## config.mk

```make
export PLATFORM = sky130hd
export DESIGN_NAME = count_pair_monitor
export DESIGN_NICKNAME = d
export VERILOG_FILES = /design/src/rtl/count_mon_pkg.sv /design/src/rtl/evt_fifo.sv /design/src/rtl/count_pair_monitor.sv
export SDC_FILE = /design/constraint.sdc
export NUM_CORES = 1
export LEC_CHECK = 0
export ABC_AREA = 1
export CAP_MARGIN = 20
export CORE_ASPECT_RATIO = 2
export CORE_MARGIN = 2
export CORE_UTILIZATION = 62
export CTS_CLUSTER_SIZE = 40
export DETAILED_ROUTE_END_ITERATION = 16
export PLACE_DENSITY_LB_ADDON = 0.05
export SYNTH_ARGS = -nofsm -noshare
export SYNTH_HDL_FRONTEND = slang
export SYNTH_HIERARCHICAL = 1
export SYNTH_SLANG_ARGS = --single-unit
```

## constraint.sdc

```tcl
create_clock -name clk -period 4 [get_ports clk]
set_clock_uncertainty 0.15 [all_clocks]
set_input_delay 0.8 -clock clk [delete_from_list [all_inputs] [get_ports clk]]
set_output_delay 0.8 -clock clk [all_outputs]
set_load 0.005 [all_outputs]
```

## src/rtl/count_mon_pkg.sv

```systemverilog
// Shared types for the dual-counter lock-step monitor and its event queue.
package count_mon_pkg;

  // Widest counter value an event payload can carry; narrower monitors zero-extend.
  localparam int unsigned EVT_VALUE_MAX = 32;

  typedef enum logic [1:0] {
    EVT_WRAP   = 2'b01,
    EVT_FAULT  = 2'b10,
    EVT_RESYNC = 2'b11
  } evt_code_t;

  typedef enum logic [1:0] {
    IDLE  = 2'b00,
    TRACK = 2'b01,
    FAULT = 2'b10
  } mon_state_t;

  typedef struct packed {
    evt_code_t                code;
    logic [EVT_VALUE_MAX-1:0] value;
  } evt_t;

endpackage

```

## src/rtl/evt_fifo.sv

```systemverilog
// Synchronous event FIFO: one push and one pop per cycle, head read from registered storage.
module evt_fifo
  import count_mon_pkg::*;
#(
  parameter int unsigned DEPTH = 4
) (
  input  logic clk_i,
  input  logic rst_i,
  input  logic push_i,
  input  evt_t wdata_i,
  input  logic pop_i,
  output logic full_o,
  output logic empty_o,
  output evt_t rdata_o
);

  localparam int unsigned AW = $clog2(DEPTH);
  localparam logic [AW:0] FullCnt = (AW + 1)'(DEPTH);

  logic [AW-1:0] wr_ptr_q, wr_ptr_d;
  logic [AW-1:0] rd_ptr_q, rd_ptr_d;
  logic [AW:0]   cnt_q, cnt_d;
  evt_t          mem_q [DEPTH];
  logic          push_eff, pop_eff;

  assign full_o  = (cnt_q == FullCnt);
  assign empty_o = (cnt_q == '0);
  assign rdata_o = mem_q[rd_ptr_q];

  // A pop frees the slot the same cycle, so a full queue can still accept a push alongside it.
  assign pop_eff  = pop_i && !empty_o;
  assign push_eff = push_i && (!full_o || pop_eff);

  // Next pointers and occupancy; power-of-two depth lets the pointers wrap naturally.
  always_comb begin
    wr_ptr_d = wr_ptr_q;
    rd_ptr_d = rd_ptr_q;
    cnt_d    = cnt_q;
    if (push_eff) wr_ptr_d = wr_ptr_q + AW'(1);
    if (pop_eff)  rd_ptr_d = rd_ptr_q + AW'(1);
    unique case ({push_eff, pop_eff})
      2'b10:   cnt_d = cnt_q + (AW + 1)'(1);
      2'b01:   cnt_d = cnt_q - (AW + 1)'(1);
      default: cnt_d = cnt_q;
    endcase
  end

  // Pointer and occupancy state.
  always_ff @(posedge clk_i or posedge rst_i) begin
    if (rst_i) begin
      wr_ptr_q <= '0;
      rd_ptr_q <= '0;
      cnt_q    <= '0;
    end else begin
      wr_ptr_q <= wr_ptr_d;
      rd_ptr_q <= rd_ptr_d;
      cnt_q    <= cnt_d;
    end
  end

  // Entry storage; contents are only meaningful below the occupancy count, so no reset.
  always_ff @(posedge clk_i) begin
    if (push_eff) mem_q[wr_ptr_q] <= wdata_i;
  end

endmodule

```

## src/rtl/count_pair_monitor.sv

```systemverilog
// Lock-step checker for two counter instances: tracks q0 wraps, detects sustained
// disagreement (FAULT) and recovery (RESYNC), and queues those events for a host reader.
module count_pair_monitor
  import count_mon_pkg::*;
#(
  parameter int unsigned WIDTH          = 8,
  parameter int unsigned DEPTH          = 4,
  parameter int unsigned MISMATCH_LIMIT = 3
) (
  input  logic             clk,
  input  logic             reset,
  input  logic             en,
  input  logic [WIDTH-1:0] q0,
  input  logic [WIDTH-1:0] q1,
  output logic             evt_valid,
  input  logic             evt_ready,
  output logic [1:0]       evt_code,
  output logic [WIDTH-1:0] evt_value,
  output logic             fault,
  output logic [7:0]       wrap_count,
  output logic             overflow
);

  localparam logic [3:0] Limit = 4'(MISMATCH_LIMIT);

  mon_state_t       state_q, state_d;
  logic [3:0]       run_q, run_d;
  logic [WIDTH-1:0] prev_q0_q, prev_q0_d;
  logic [7:0]       wrap_count_q, wrap_count_d;
  logic             fault_q, fault_d;
  logic             overflow_q, overflow_d;

  logic       push, pop, full, empty, wrap_hit;
  logic [3:0] run_inc;
  evt_t       push_evt, head;
  logic       unused_head_value;

  assign run_inc  = run_q + 4'd1;
  assign evt_valid = !empty;
  assign pop       = evt_valid && evt_ready;
  assign wrap_hit  = (state_q != IDLE) && en && (prev_q0_q == '1) && (q0 == '0);

  // FSM, run counter, wrap counter and event selection; FAULT/RESYNC wins the single push slot.
  always_comb begin
    state_d      = state_q;
    run_d        = run_q;
    prev_q0_d    = q0;
    wrap_count_d = wrap_count_q;
    push         = 1'b0;
    push_evt     = '{code: EVT_WRAP, value: '0};
    unique case (state_q)
      IDLE: state_d = TRACK;
      TRACK: begin
        if (q0 != q1) begin
          if (run_inc == Limit) begin
            state_d  = FAULT;
            run_d    = '0;
            push     = 1'b1;
            push_evt = '{code: EVT_FAULT, value: EVT_VALUE_MAX'(q0 ^ q1)};
          end else begin
            run_d = run_inc;
          end
        end else begin
          run_d = '0;
        end
      end
      FAULT: begin
        if (q0 == q1) begin
          if (run_inc == Limit) begin
            state_d  = TRACK;
            run_d    = '0;
            push     = 1'b1;
            push_evt = '{code: EVT_RESYNC, value: EVT_VALUE_MAX'(q0)};
          end else begin
            run_d = run_inc;
          end
        end else begin
          run_d = '0;
        end
      end
      default: state_d = IDLE;
    endcase
    if (wrap_hit) begin
      wrap_count_d = wrap_count_q + 8'd1;
      if (!push) begin
        push     = 1'b1;
        push_evt = '{code: EVT_WRAP, value: EVT_VALUE_MAX'(wrap_count_d)};
      end
    end
  end

  // Registered flags; a push into a full queue with no pop is lost and latches overflow.
  always_comb begin
    fault_d    = (state_d == FAULT);
    overflow_d = overflow_q | (push && full && !pop);
  end

  // Monitor state.
  always_ff @(posedge clk or posedge reset) begin
    if (reset) begin
      state_q      <= IDLE;
      run_q        <= '0;
      prev_q0_q    <= '0;
      wrap_count_q <= '0;
      fault_q      <= 1'b0;
      overflow_q   <= 1'b0;
    end else begin
      state_q      <= state_d;
      run_q        <= run_d;
      prev_q0_q    <= prev_q0_d;
      wrap_count_q <= wrap_count_d;
      fault_q      <= fault_d;
      overflow_q   <= overflow_d;
    end
  end

  evt_fifo #(
    .DEPTH (DEPTH)
  ) u_evt_fifo (
    .clk_i   (clk),
    .rst_i   (reset),
    .push_i  (push),
    .wdata_i (push_evt),
    .pop_i   (pop),
    .full_o  (full),
    .empty_o (empty),
    .rdata_o (head)
  );

  // Payload bits above WIDTH are always zero.
  assign unused_head_value = ^head.value;

  assign evt_code   = evt_valid ? head.code : 2'b00;
  assign evt_value  = evt_valid ? head.value[WIDTH-1:0] : '0;
  assign fault      = fault_q;
  assign wrap_count = wrap_count_q;
  assign overflow   = overflow_q;

endmodule

```

# Word-level counts from Yosys, hierarchy flattened
# Memories as Yosys holds them, arrays and structs flattened.
# Index checks and enable logic that the tools add are counted.
classes:
  n_addsub: 6
  n_eq_ne: 10
  muxes: 26
  bitwise: 2
  n_reduce_logical: 18
op_table:
  columns: ["operator", "count"]
  rows:
  - ["$mux W34", 6]
  - ["$pmux W34 S2", 1]
  - ["$mux W4", 3]
  - ["$mux W2", 5]
  - ["$add A8 B1 Y8 const B", 1]
  - ["$eq A8 B8 Y1", 1]
  - ["$eq A8 B8 Y1 const B", 1]
  - ["$logic_and A1 B1 Y1", 8]
  - ["$logic_not A8 Y1", 1]
  - ["$mux W8", 1]
  - ["$ne A8 B8 Y1", 1]
  - ["$pmux W4 S2", 1]
  - ["$xor A8 B8 Y8", 1]
  - ["$eq A2 B2 Y1 const B", 3]
  - ["$mux W1", 6]
  - ["$pmux W2 S3", 1]
  - ["$pmux W3 S2", 1]
  - ["$reduce_bool A2 Y1", 3]
  - ["$add A2 B1 Y2 const B", 2]
  - ["$add A4 B1 Y4 const B", 1]
  - ["$eq A2 B1 Y1 const B", 2]
  - ["$eq A4 B2 Y1 const B", 1]
  - ["$add A3 B1 Y3 const B", 1]
  - ["$eq A3 B3 Y1 const B", 1]
  - ["7 further kinds", 9]
totals:
  regBits: 31
  mem_bits_rw: 136
  in_bits: 20
  out_inout_bits: 21
  word_cells: 72
  mem_count: 1
mem_list:
  columns: ["memory", "words", "width", "rd", "rd_clocked_by_memory_dff", "write_ports", "line_no", "source"]
  rows:
  - ["u_evt_fifo.mem_q", 4, 34, 1, 0, 1, "evt_fifo.sv:23", "evt_t mem_q [DEPTH];"]

# Logic depth before layout (Yosys ltp)
logic_depth:
  depth_word: 9
  mapped_depth: 18
  mapped_depth_nobuf: 18

# Cells and area by module
# The synthesis kept the hierarchy.
modules_own_cells:
  columns: ["mod", "instances", "cells_per_inst", "area_per_inst_um2", "seq_area_each_um2"]
  rows:
  - ["evt_fifo", 1, 427, 5585.4, 4259.1]
  - ["count_pair_monitor", 1, 310, 1959.4, 600.6]

# Least setup slack after synthesis
# No wires, ideal clock.
synth_timing:
  kind: "input-to-reg"
  from: "input q0[5]"
  to: "memory u_evt_fifo/mem_q[0][0] in the netlist's numbering (enable)"
  setup_time_ps: 425
  arrival_ps: 3177
  required_time_ps: 3425
  slack_ps: 248
  cell_stages: 11
  path_buffers: 0
  cell_sequence: "inv_2 -> nand2_1 -> nand2_1 -> nand2_1 -> nor2_4 -> nand2_2 -> nand2_2 -> nand3_4 -> nand2_1 -> nand2_2 -> nor2_1"
synth_via:
  elab_chain_len: 7
  elab_cells_between_ends: 11
  classes_between: "eq/ne (2); mux (6); reduce/logical (3)"
synth_lines:
  columns: ["element", "line_no", "source"]
  rows:
  - ["start: declaration", "count_pair_monitor.sv:13", "input logic [WIDTH-1:0] q0,"]
  - ["$eq A8 B8 Y1 / $ne A8 B8 Y1 (equally long branches)", "count_pair_monitor.sv:68, count_pair_monitor.sv:54", null]
  - ["$mux W1, on equally long branches", "count_pair_monitor.sv:68, count_pair_monitor.sv:54", null]
  - ["$pmux W1 S2", "count_pair_monitor.sv:51", "unique case (state_q)"]
  - ["$mux W1 *", "count_pair_monitor.sv:83", "if (wrap_hit) begin"]
  - ["net push", "count_pair_monitor.sv:33", "logic push, pop, full, empty, wrap_hit;"]
  - ["$logic_and A1 B1 Y1 *", "evt_fifo.sv:32", "assign push_eff = push_i && (!full_o || pop_eff);"]
  - ["$mux W1 *", "evt_fifo.sv:63", "if (push_eff) mem_q[wr_ptr_q] <= wdata_i;"]
  - ["$mux W1 (implied by the code) *", "evt_fifo.sv:63", null]
  - ["end: declaration", "evt_fifo.sv:23", null]
# Mark *: on every way through the listed nets, which the timed path passes. The rest lies on a longest branch.

# Final worst setup path
layout_timing:
  from: "input q0[6]"
  to: "register u_evt_fifo.cnt_q[2]"
layout_via:
  elab_chain_len: 7
  elab_cells_between_ends: 13
  classes_between: "eq/ne (4); mux (5); reduce/logical (4)"
layout_lines:
  columns: ["element", "line_no", "source"]
  rows:
  - ["$eq A8 B8 Y1 / $ne A8 B8 Y1 (equally long branches)", "count_pair_monitor.sv:68, count_pair_monitor.sv:54", null]
  - ["$mux W1, on equally long branches", "count_pair_monitor.sv:68, count_pair_monitor.sv:54", null]
  - ["$pmux W1 S2", "count_pair_monitor.sv:51", null]
  - ["$mux W1 *", "count_pair_monitor.sv:83", null]
  - ["net push", "count_pair_monitor.sv:33", null]
  - ["$logic_and A1 B1 Y1 *", "evt_fifo.sv:32", null]
  - ["$eq A2 B1 Y1 / $eq A2 B2 Y1 (equally long branches)", "evt_fifo.sv:41", "unique case ({push_eff, pop_eff})"]
  - ["$pmux W3 S2 / $reduce_bool A2 Y1 (equally long branches)", null, null]
  - ["end signal: assignment", "evt_fifo.sv:57", "cnt_q <= cnt_d;"]
  - ["end: declaration", "evt_fifo.sv:22", "logic [AW:0] cnt_q, cnt_d;"]
# Marks and branches as above.
# A chain may end at the register's enable or synchronous reset.

==> impl_metrics.yaml <==
sta:
  period_share_pct: 83.6
  rsz0062_at_grt: "false"
  slew_headroom_pct: 55.3
  maxSlewViolCount: 0
  hold_viol_final: 0
  max_slew.worst_pin.slew_ns: 0.665
  worst_slack_ns: 0.654
  max_freq_mhz: 299
  setup_violations: 0
  setup_tns_ns: 0
  fin_crit_ns: 3.35
route:
  drc_errors: 0
  postRouteAntennaNets: 0
  vias: 3206
  routed_wl_mm: 9.04
  initialDrtViolationCount: 184
  vias_per_cell: 5.20
  drtPass1Iterations: 4
  wl_per_cell_um: 14.7
cells_and_area:
  final_area_um2: 4810
  final_cells: 616
  layout-drive-gt1-share_pct: 9.06
  utilization_pct: 76.8
  n_antenna_cell: 0
  syn_to_final_growth_pct: 20.0
  final_cell_mix: "123 x nand2_1, 60 x nor2_1, 56 x inv_1"
  fin_nets: 558
  final_common_cell: "nand2_1"
placed_design:
  dp_slack_ns: 0.331
  portBuffers: 40
  hpwl_mm: 6.67
  placed_cell_area_um2: 4420
  place_inst: 599
  routabilityCongestion: 0.924
setup_path:
  crit_path_start_kind: "input pin"
  cp.required_ns: 4.07
  crit_chain: "clkdlybuf4s50_1 > inv_2 > nand2_1 > nand2_1 > nand2_1 > nor2_4 > nand3_1 > nand3_4 > nand2_1 > nand2_2 > ha_1 > inv_1 > fa_1 > nand2_1 > nand3_1 > nand2_1 > nand2_1"
  arrival_ns: 3.42
  critical_path_buf_inv_count: 3
  cpMostUsedCell: "nand2_1"
  critPathKind: "in -> reg"
  critPathCaptureType: "flip-flop"
  path_delay_family: "simple AND/OR/NAND/NOR gates"
  cpMaxStageDelayCell: "clkdlybuf4s50_1"
  max_stage_delay_ns: 0.51
  path_max_fanout: 10
pwr:
  peakVddDrop_mv: 0.582
  p_int_uw: 2070
  clkPwrFrac_pct: 29.8
  power_frac_comb_pct: 38.8
  power_switching_uw: 1160
  power_frac_seq_pct: 31.4
  p_per_area_nw_per_um2: 672
  p_leak_uw: 0.00226
  sw_frac_of_total_pct: 36.0
floorplan:
  coreArea_um2: 6260
  placementRows: 41
  start_util_pct: 64.0
  io_pins: 41
  fp.dieW_um: 60.8
  die_area_um2: 7160
  die_h_um: 118
logic_synthesis:
  syn-num-nets: 526
  syn_avg_cell_area_um2: 8.13
  synth_warnings: 6
  synthCells: 493
  syn_area_um2: 4010
global_route:
  grt_usage_pct: 27.4
  grt_pass1_vias: 3258
  grt_max_degree: 25
  grt_antenna_before_repair: 0
  grt_pass1_wl_mm: 14.5
  grt_overflow: 0
clocking:
  max-clock-path-buffers: 2
  cts_resized: 0
  cts_setup_buffers: 0
  clockRootBuffer: "clkbuf_16"
  numCtsBuffers: 9
  cts_tree: "done"
  insertion_delay_ns: 0.33
  clk_pin_slew_worst_paths_ns: 0.06
  hold_buffers: 0
  cts_sinks: 71
  cts_max_level: 3
status:
  status: "complete, no violations"
run:
  cap_violations: 0
worst_hold_path:
  hp-class: "reg -> reg"
==> state kept, by name, summed over array words and instances, names as in the netlist <==
register / cells
fault: 1
overflow: 1
prev_q0_q: 8
run_q: 4
state_q: 2
u_evt_fifo/cnt_q: 3
u_evt_fifo/mem_q: 40
u_evt_fifo/rd_ptr_q: 2
u_evt_fifo/wr_ptr_q: 2
wrap_count: 8
==> through the flow <==
| step | power, µW | hold WS [ns] |
|---|---|---|
| final | 3230 | 0.321 |
| after global routing | 3450 | 0.366 |
| after CTS | 3240 | 0.333 |
| after detailed placement | 2270 | 0.309 |
| after global placement | 2210 | 0.298 |
| after floorplan | 1920 | 0.307 |
==> power by group through the flow <==
stage | Clock [µW] | Sequential, µW | Combinational, µW
2_1_floorplan | 0 | 980 | 942
3_3_place_gp | 0 | 1020 | 1190
3_5_place_dp | 0 | 1030 | 1240
4_1_cts | 967 | 1010 | 1260
5_1_grt | 996 | 1030 | 1430
6_report | 962 | 1010 | 1250
==> final timing paths <==
kind                            start                     end  slack, ns  depth (start not counted)
setup reg to reg           state_q[0]     u_evt_fifo/cnt_q[1]       0.87                         11
max in group asynchronous       reset           wrap_count[6]       2.72                          3
hold / removal               overflow                overflow       0.32                          2
setup / recovery                q0[6]     u_evt_fifo/cnt_q[2]       0.65                         17
min in group asynchronous       reset  u_evt_fifo/wr_ptr_q[0]       0.58                          2
hold reg to reg              overflow                overflow       0.32                          2
==> metal layers <==
| layer | share of wire, % | track usage (%) | wire (µm) |
|---|---|---|---|
| met1 | 36 | 26.3 | 3230 |
| met2 | 58 | 50.8 | 5290 |
| met3 | 2.7 | 4.51 | 242 |
| met4 | 3.1 | 15.1 | 278 |
| met5 | 0 | 0 | 0 |
==> worst register-to-register path, cell delays in order, from the launching register on <==
cell	delay [ns]
dfrtp_1	0.44
inv_1	0.13
ha_1	0.60
inv_1	0.22
nor2_4	0.17
nand3_4	0.16
nand2_1	0.18
nand2_2	0.13
ha_1	0.23
inv_1	0.10
fa_1	0.39
o21ai_0	0.15
==> area by class of cell <==
type                       count  area (µm²)
inverter                      68         255
timing repair buffer          47         473
sequential                    71        1980
clock buffer                  12         268
fill                         458        1450
multi-input combinational    328        1630
clock inverter                 4        98.8
tap                           86         108
Power figures use the tool's default switching activity.
